[config.mk]
export PLATFORM = sky130hd
export DESIGN_NAME = fetch_unit
export DESIGN_NICKNAME = d
export VERILOG_FILES = /design/src/rtl/fetch_unit.sv
export SDC_FILE = /design/constraint.sdc
export NUM_CORES = 1
export LEC_CHECK = 0
export BUFFER_PORTS_ARGS = -buffer_cell sky130_fd_sc_hd__buf_4
export CAP_MARGIN = 40
export CORE_MARGIN = 3
export CORE_UTILIZATION = 51
export DETAILED_ROUTE_END_ITERATION = 16
export GPL_TIMING_DRIVEN = 0
export HOLD_SLACK_MARGIN = 0.15
export PLACE_DENSITY_LB_ADDON = 0.08
export REMOVE_ABC_BUFFERS = 1
export SYNTH_ARGS = -nofsm -noshare
export SYNTH_HDL_FRONTEND = slang
export SYNTH_SLANG_ARGS = --single-unit
[constraint.sdc]
create_clock -name clk -period 4 [get_ports clk]
set_clock_uncertainty 0.15 [all_clocks]
set_input_delay 0.2 -clock clk [delete_from_list [all_inputs] [get_ports clk]]
set_output_delay 0.2 -clock clk [all_outputs]
set_load 0.02 [all_outputs]
[src/rtl/fetch_unit.sv]
// MINAv2 instruction-address and fetch stages with the IF/ID register.
// Credit-limited in-order fetch into a small buffer, with redirect flush and load-hazard hold.
module fetch_unit #(
    parameter logic [31:0] RESET_PC  = 32'h0000_0000,
    parameter int          BUF_DEPTH = 2
) (
    input  logic        clk,
    input  logic        rst,
    output logic        imem_req_valid,
    input  logic        imem_req_ready,
    output logic [31:0] imem_req_addr,
    input  logic        imem_rsp_valid,
    input  logic [31:0] imem_rsp_data,
    input  logic        load_hazard,
    input  logic        redirect_valid,
    input  logic [31:0] redirect_pc,
    output logic        if_valid,
    output logic [31:0] if_instr,
    output logic [31:0] if_pc
);

    localparam int CW = $clog2(BUF_DEPTH) + 1;
    localparam int PW = $clog2(BUF_DEPTH);

    logic [31:0]   pc;
    logic [31:0]   rsp_pc;
    logic [CW-1:0] outstanding;
    logic [CW-1:0] outstanding_next;
    logic [CW-1:0] discard;
    logic [CW-1:0] occupancy;
    logic [PW-1:0] head;
    logic [PW-1:0] tail;
    logic [31:0]   fifo_instr [BUF_DEPTH];
    logic [31:0]   fifo_pc    [BUF_DEPTH];
    logic [CW:0]   credits_used;
    logic          accept;
    logic          push;
    logic          pop;

    // Words in flight plus words already buffered may never exceed the buffer size.
    assign credits_used   = {1'b0, outstanding} + {1'b0, occupancy};
    assign imem_req_valid = !rst && !redirect_valid && (credits_used < (CW+1)'(BUF_DEPTH));
    assign imem_req_addr  = pc;

    assign accept = imem_req_valid && imem_req_ready;
    assign push   = imem_rsp_valid && !redirect_valid && (discard == '0);
    assign pop    = !redirect_valid && !load_hazard && (occupancy != '0);

    always_comb begin
        outstanding_next = outstanding;
        if (accept && !imem_rsp_valid) begin
            outstanding_next = outstanding + CW'(1);
        end else if (!accept && imem_rsp_valid) begin
            outstanding_next = outstanding - CW'(1);
        end
    end

    always_ff @(posedge clk) begin
        if (rst) begin
            pc          <= RESET_PC;
            rsp_pc      <= RESET_PC;
            outstanding <= '0;
            discard     <= '0;
            occupancy   <= '0;
            head        <= '0;
            tail        <= '0;
            if_valid    <= 1'b0;
            if_instr    <= '0;
            if_pc       <= '0;
        end else begin
            outstanding <= outstanding_next;
            if (redirect_valid) begin
                // Everything still in flight after this edge belongs to the old path.
                pc        <= redirect_pc;
                rsp_pc    <= redirect_pc;
                discard   <= outstanding_next;
                occupancy <= '0;
                head      <= '0;
                tail      <= '0;
                if_valid  <= 1'b0;
            end else begin
                if (accept) begin
                    pc <= pc + 32'd4;
                end
                if (imem_rsp_valid && (discard != '0)) begin
                    discard <= discard - CW'(1);
                end
                if (push) begin
                    tail   <= tail + PW'(1);
                    rsp_pc <= rsp_pc + 32'd4;
                end
                if (!load_hazard) begin
                    if (occupancy != '0) begin
                        if_instr <= fifo_instr[head];
                        if_pc    <= fifo_pc[head];
                        head     <= head + PW'(1);
                        if_valid <= 1'b1;
                    end else begin
                        if_valid <= 1'b0;
                    end
                end
                case ({push, pop})
                    2'b10:   occupancy <= occupancy + CW'(1);
                    2'b01:   occupancy <= occupancy - CW'(1);
                    default: occupancy <= occupancy;
                endcase
            end
        end
    end

    always_ff @(posedge clk) begin
        if (push) begin
            fifo_instr[tail] <= imem_rsp_data;
            fifo_pc[tail]    <= rsp_pc;
        end
    end

    assert property (@(posedge clk) disable iff (rst)
        (push && !pop) |-> (occupancy < CW'(BUF_DEPTH)));

endmodule
==> flow_metrics.py, run 1 <==
metrics = {
    "sta": {
        "setup_tns_ns": 0,
        "slew_viol_final": 0,
        "fmax_mhz": 299,
        "hold_viol_final": 0,
        "finalCritPeriodShare_pct": 83.7,
        "rsz0062_at_grt": "false",
        "slew_headroom_pct": 45.1,
        "worstMarginPinSlew_ns": 0.822,
        "hold_ws_ns": 0.232,
        "setup_viol": 0,
        "setup_ws_ns": 0.653,
        "period_minus_slack_ns": 3.35,
    },
    "placed_design": {
        "gp_congestion": 0.816,
        "io_buffers": 167,
        "dpl-instance-area_sq_um": 12300,
        "place_ws_ns": 1.02,
        "placed_cells": 1306,
        "dp_hpwl_microns": 16600,
    },
    "finish": {
        "fin_nets": 1221,
        "insertedDiodeCount": 0,
        "drive_gt1_share_pct": 20.1,
        "fin_area_sq_um": 14200,
        "fin_cells": 1437,
        "final_core_utilization_pct": 69.3,
        "synthToLayoutAreaGrowth_pct": 31.8,
    },
    "global_routing": {
        "grt.total_usage_pct": 22.2,
        "antenna_found_initial": 0,
        "grt_max_degree": 55,
        "grt_pass1_vias": 7859,
        "grt_first_pass_wirelength_microns": 40600,
        "grt-ovfl-total": 0,
    },
    "power_and_ir_drop": {
        "vdd_drop_max_uv": 354,
        "p_total_mw": 6.35,
        "leakage_nw": 4.89,
        "powerDensity_nw_per_um2": 449,
    },
    "setup_path": {
        "cp-start-kind": "flop",
        "criticalPathCategory": "flop to flop",
        "end_kind": "flop",
        "slowest_stage": "or4_1",
        "path_buf_inv": 1,
        "crit_path_max_fanout": 15,
        "reg2regPathDepth": 5,
        "crit_arrival_ns": 3.68,
        "crit_top_cell": "or4_1",
        "crit_required_ns": 4.33,
        "path_cells": "nand4_1, or4_1, or4_1, a311oi_1, dlygate4sd3_1",
        "critPathMaxStageDelay_ns": 0.91,
        "cp_top_family": "simple AND/OR/NAND/NOR gates",
        "crit_cells": 5,
    },
    "clock_tree": {
        "cts_root_buf": "clkbuf_16",
        "clk_path_buf_depth": 3,
        "tritoncts": "built",
        "path_clk_slew_ns": 0.06,
        "cts_buffers": 28,
        "cts_sinks": 265,
        "ctsResizeCount": 0,
        "insertion_delay_ns": 0.54,
        "cts_max_level": 1,
    },
    "floorplanning": {
        "ios": 168,
        "initial_utilization_pct": 52.6,
        "die_w_microns": 151,
        "core_area_sq_um": 20400,
        "core.rowCount": 52,
        "die-area_sq_um": 22800,
        "die_h_microns": 151,
    },
    "yosys": {
        "avgSynthCellArea_sq_um": 11.6,
        "synthArstFlopShare_pct": 0,
        "yosysSeqAreaShare_pct": 61.3,
        "ys_warn_count": 0,
        "synth_top_cell_by_area": "edfxtp_1",
        "syn_area_sq_um": 10700,
        "yosysUniqueCellTypes": 54,
        "yosysTopAreaCellShare_pct": 35.8,
        "synth_edf_count": 128,
        "synth-seq-cells": 265,
        "synthFlopType": "dfxtp_1",
        "synthTopCellsByArea": "edfxtp_1 36%, dfxtp_1 26%, mux2i_1 6.2%, a211oi_1 5.3%, nor2_1 3.4%",
        "netlist_instances": 922,
    },
    "worst_hold_path": {
        "min_path_type": "input pin to flop",
        "whs_path_depth": 2,
    },
    "drt": {
        "drtIter0Drc": 408,
        "vias": 8102,
        "wl_per_cell_microns": 18.0,
        "drt_first_pass_iters": 5,
        "wirelength_microns": 25900,
        "drc": 0,
        "avgViaCountPerCell": 5.64,
        "ant_nets": 0,
    },
    "outcome": {
        "status": "completed",
    },
    "run": {
        "cap_viol_max_count": 0,
    },
}
[worst paths after layout]
check                                        from                 to  slack [ns]
worst max register to register          rsp_pc[5]         rsp_pc[27]        0.65
worst max-delay path                    rsp_pc[5]         rsp_pc[27]        0.65
worst min-delay path            imem_rsp_data[29]  fifo_instr[0][29]        0.23
worst min register to register          rsp_pc[1]      fifo_pc[0][1]        0.31
[synth_stat cells (4+ instances only)]
library cell / count
clkbuf_1: 48
or4_1: 13
a31oi_1: 12
inv_1: 15
xor2_1: 8
o31ai_1: 10
buf_1: 11
xnor2_1: 15
nand2_1: 42
a21boi_0: 12
a21oi_1: 13
o211ai_1: 4
o21a_1: 17
mux2i_1: 66
buf_2: 5
nor3_1: 18
o21ai_0: 17
nand2b_1: 4
dfxtp_1: 137
a311oi_1: 7
ha_1: 4
nand3_1: 20
and3_1: 11
a211oi_1: 76
nand4_1: 20
or3_1: 9
o31a_1: 20
edfxtp_1: 128
and4_1: 7
nor4_1: 26
nor2_1: 96
[sequential cells by signal, indices dropped and copies added (netlist names)]
name           cells
if_instr          32
tail               1
imem_req_addr     32
rsp_pc            32
occupancy          2
if_valid           1
discard            2
head               1
fifo_pc           64
fifo_instr        64
outstanding        2
if_pc             32
[where the power goes]
group	internal [mW]	switching, mW
Combinational	0.250	0.268
Clock	1.72	1.08
Sequential	2.95	0.0883
Total	4.92	1.43
[repair_timing]
action	4_1_cts	5_1_grt
hold buffers	80	0
buffers inserted	0	0
hold endpoints to repair	147	0
[routing by layer]
metal	part of all wire (%)	track usage, %
met2	48	37.4
met3	6.9	4.94
met4	2.3	6.48
met1	43	28.8
met5	0	0
[placed cells by master (no fill, tap or decap), types with 13 or more instances in the layout]
master,instances
buf_4,168
dfxtp_1,136
edfxtp_1,128
nor2_1,93
dlygate4sd3_1,80
a211oi_1,76
mux2i_1,66
nand2_1,42
clkbuf_16,28
nor4_1,26
nand3_1,20
nand4_1,20
o31a_1,20
nor3_1,18
o21ai_0,17
o21a_1,17
xnor2_1,15
inv_1,14
a21oi_1,13
or4_1,13
[final cells by class]
class                           instances  area [sq um]
Sequential cell                       265          6590
Fill cell                            1539          6280
Multi-Input combinational cell        578          3880
Clock inverter                         17           263
Timing Repair Buffer                  258          2280
Inverter                               15          56.3
Clock buffer                           34           743
Tap cell                              270           338
[logic make-up (layout without fill, tap and decap cells)]
family | Yosys count | in the layout | share of synthesized area (%)
adder cells (fa/ha/maj) | 5 | 5 | 0.653
buffers and inverters | 79 | 324 | 2.82
flip-flops | 265 | 265 | 61.3
multiplexers | 66 | 66 | 6.15
XOR/XNOR | 23 | 23 | 1.88
AND/OR/NAND/NOR | 281 | 281 | 13.3
AO/OA/AOI/OAI | 203 | 203 | 13.9
Note: power is estimated with default switching activity, not from simulation.
==> run 2, diff against run 1 <==
--- a/config.mk
+++ b/config.mk
@@ -5,10 +5,11 @@
 export SDC_FILE = /design/constraint.sdc
 export NUM_CORES = 1
 export LEC_CHECK = 0
+export ABC_AREA = 1
 export BUFFER_PORTS_ARGS = -buffer_cell sky130_fd_sc_hd__buf_4
 export CAP_MARGIN = 40
 export CORE_MARGIN = 3
-export CORE_UTILIZATION = 51
+export CORE_UTILIZATION = 57
 export DETAILED_ROUTE_END_ITERATION = 16
 export GPL_TIMING_DRIVEN = 0
 export HOLD_SLACK_MARGIN = 0.15
==> constraint.sdc (replaced) <==
create_clock -name clk -period 3.4 [get_ports clk]
set_clock_uncertainty 0.15 [all_clocks]
set_input_delay 0.17 -clock clk [delete_from_list [all_inputs] [get_ports clk]]
set_output_delay 0.17 -clock clk [all_outputs]
set_load 0.02 [all_outputs]
==> run 2 against run 1 <==
  * Non-clock buffer count down 4
  * Highest routed layer unchanged
  * Critical endpoint is now fifo_instr[0][31]
  * Largest power group unchanged
  * Final cell count is 23% higher
  * Worst setup slack worse by 0.40 ns
  * Routed wire length is 9.1% higher
==> flow_metrics.py, run 2 <==
metrics = {
    "yosys": {
        "synthAdderAreaFrac_pct": 0.625,
        "yosysTopAreaCellShare_pct": 34.3,
        "synth_top_family_by_area": "simple AND/OR/NAND/NOR gates",
        "yosysMostFrequentCell": "nand2_1",
        "syn_area_sq_um": 11200,
        "synth-xor-area-share_pct": 1.25,
        "synthFlopType": "dfxtp_1",
        "ys_top_cells_by_count": "371 x nand2_1, 137 x dfxtp_1, 128 x edfxtp_1",
        "avgSynthCellArea_sq_um": 8.92,
        "synthArstFlopShare_pct": 0,
        "yosysUniqueCellTypes": 38,
        "yosysSeqAreaShare_pct": 58.7,
        "netlist_instances": 1257,
        "ys_warn_count": 0,
        "synth-compound-area-share_pct": 12.4,
        "synth_edf_count": 128,
        "synth-seq-cells": 265,
        "synth_top_cell_by_area": "edfxtp_1",
        "synthTopCellsByArea": "edfxtp_1 34%, dfxtp_1 24%, nand2_1 12%, a31oi_1 4.4%, nor2_1 3.5%",
        "synthMuxAreaShare_pct": 0,
        "synthSimpleGateAreaFrac_pct": 21.5,
    },
    "power_and_ir_drop": {
        "pwr-share-clk_pct": 41.1,
        "vdd_drop_max_uv": 331,
        "intPower_mw": 5.61,
        "p_total_mw": 7.29,
        "p_sw_mw": 1.68,
        "leakage_nw": 5.72,
        "pwr-share-seq_pct": 49.6,
        "power.share.combinational_pct": 9.3,
        "switching_share_pct": 23.0,
        "powerDensity_nw_per_um2": 506,
    },
    "drt": {
        "wirelength_microns": 28300,
        "drtIter0Drc": 628,
        "vias": 9572,
        "wl_met1_microns": 11900,
        "drc": 0,
        "wl_per_cell_microns": 16.0,
        "drt_first_pass_iters": 5,
        "top_layer_used": "met4",
        "ant_nets": 0,
        "avgViaCountPerCell": 5.42,
        "dr_wl_met3_microns": 1940,
        "route.met2.wl_microns": 13700,
    },
    "finish": {
        "layout_commonest_cell": "nand2_1",
        "multiInputGateArea_sq_um": 4030,
        "fin_nets": 1561,
        "drive_gt1_share_pct": 17.5,
        "register_area_sq_um": 6590,
        "final_cell_mix": "371 x nand2_1, 167 x buf_4, 136 x dfxtp_1",
        "fillers": 1366,
        "synthToLayoutAreaGrowth_pct": 28.4,
        "reg_top3": "fifo_instr: 64 flops, fifo_pc: 64 flops",
        "insertedDiodeCount": 0,
        "fin_area_sq_um": 14400,
        "final_core_utilization_pct": 75.7,
    },
    "placed_design": {
        "io_buffers": 167,
        "dpl-instance-area_sq_um": 12700,
        "dp_hpwl_microns": 18400,
        "gp_congestion": 0.944,
    },
    "global_routing": {
        "grt_max_degree": 46,
        "grt-ovfl-total": 0,
        "grt_pass1_vias": 9416,
        "grt.total_usage_pct": 26.1,
        "antenna_found_initial": 0,
        "grt_first_pass_wirelength_microns": 46300,
    },
    "worst_hold_path": {
        "min_path_type": "input pin to flop",
    },
    "sta": {
        "hold_viol_final": 0,
        "period_minus_slack_ns": 3.14,
        "slew_headroom_pct": 52.4,
        "worstMarginPinSlew_ns": 0.714,
        "slew_viol_final": 0,
        "fmax_mhz": 318,
        "rsz0062_at_grt": "false",
        "setup_tns_ns": 0,
        "hold_ws_ns": 0.230,
        "finalCritPeriodShare_pct": 92.5,
        "setup_viol": 0,
    },
    "floorplanning": {
        "core.rowCount": 50,
        "die_h_microns": 146,
        "die_w_microns": 146,
        "core_area_sq_um": 19000,
        "ios": 168,
        "initial_utilization_pct": 59.0,
        "die-area_sq_um": 21400,
    },
    "clock_tree": {
        "cts_root_buf": "clkbuf_16",
        "cts_setup_buffers": 0,
        "clk_path_buf_depth": 3,
        "insertion_delay_ns": 0.52,
        "cts_buffers": 27,
        "path_clk_slew_ns": 0.06,
        "cts_max_level": 1,
        "tritoncts": "built",
        "cts_sinks": 265,
    },
    "setup_path": {
        "slowest_stage": "nor2_2",
        "rrSetupSlack_ns": 0.26,
        "path_cells": "inv_1, ha_1, nand2_2, nor2_2, inv_1, nor2_4, buf_12, buf_12",
        "critPathMaxStageDelay_ns": 0.58,
        "cp-start-kind": "flop",
        "crit_arrival_ns": 3.20,
        "end_kind": "flop",
        "crit_path_max_fanout": 26,
        "criticalPathCategory": "flop to flop",
        "crit_required_ns": 3.46,
    },
    "outcome": {
        "status": "completed",
    },
    "run": {
        "cap_viol_max_count": 0,
    },
}
## run 2: power by group through the flow
stage | combinational [mW] | sequential, mW | clock (mW)
4_1_cts | 0.673 | 3.61 | 3.04
5_1_grt | 0.751 | 3.63 | 3.18
2_1_floorplan | 0.290 | 3.70 | 0
3_5_place_dp | 0.597 | 3.68 | 0
6_report | 0.679 | 3.61 | 3.00
3_3_place_gp | 0.561 | 3.68 | 0
## run 2: kinds of logic after synthesis
family | Yosys count
and+or+nand+nor | 575
DFF | 265
AOI/OAI and AO/OA | 253
buffers and inverters | 143
xor gates and xnor gates | 16
adders and majority gates | 5
## run 2: layer usage
| layer | vias up | global-route usage, % |
|---|---|---|
| met5 | - | 0 |
| met4 | 0 | 7.48 |
| met3 | 55 | 3.69 |
| met2 | 360 | 45.2 |
| met1 | 4439 | 34.4 |
| li1 | 4718 | - |
## run 2: per-stage QoR
stage | instances | setup slack [ns]
2_1_floorplan | 1202 | -1.09
3_3_place_gp | 1629 | -3.19
3_5_place_dp | 1639 | 0.247
4_1_cts | 1765 | 0.111
5_1_grt | 1766 | 0.000795
6_report | 1766 | 0.256
## run 2: cell type report
| cell class | count | area share (%) |
|---|---|---|
| clock buffers | 41 | 5.48 |
| flip-flops and latches | 265 | 45.7 |
| clock inverters | 8 | 0.799 |
| inverters | 88 | 2.29 |
| well taps | 260 | 2.26 |
| repair buffers | 254 | 15.4 |
| multi-input cells | 850 | 28.0 |
## run 2: path summary, 6_finish.rpt
check                                 startpoint           endpoint  cells after the start
worst max-delay path                  discard[0]  fifo_instr[0][31]                      8
worst max register to register        discard[0]  fifo_instr[0][31]                      8
worst min-delay path            imem_rsp_data[4]   fifo_instr[1][4]                      2
worst min register to register         rsp_pc[1]      fifo_pc[0][1]                      0
## run 2: worst max-delay path: cells and delay by family (launching register included)
kind                       cells  cell delay [ns]
and+or+nand+nor                3             1.27
buffers and inverters          4             0.90
DFF                            1             0.32
adders and majority gates      1             0.17
## run 2: what timing repair did
action | in CTS | in global routing
setup endpoints to repair | 0 | 1
endpoints found under the hold margin | 173 | 0
resized for setup | 0 | 1
hold buffers | 77 | 0
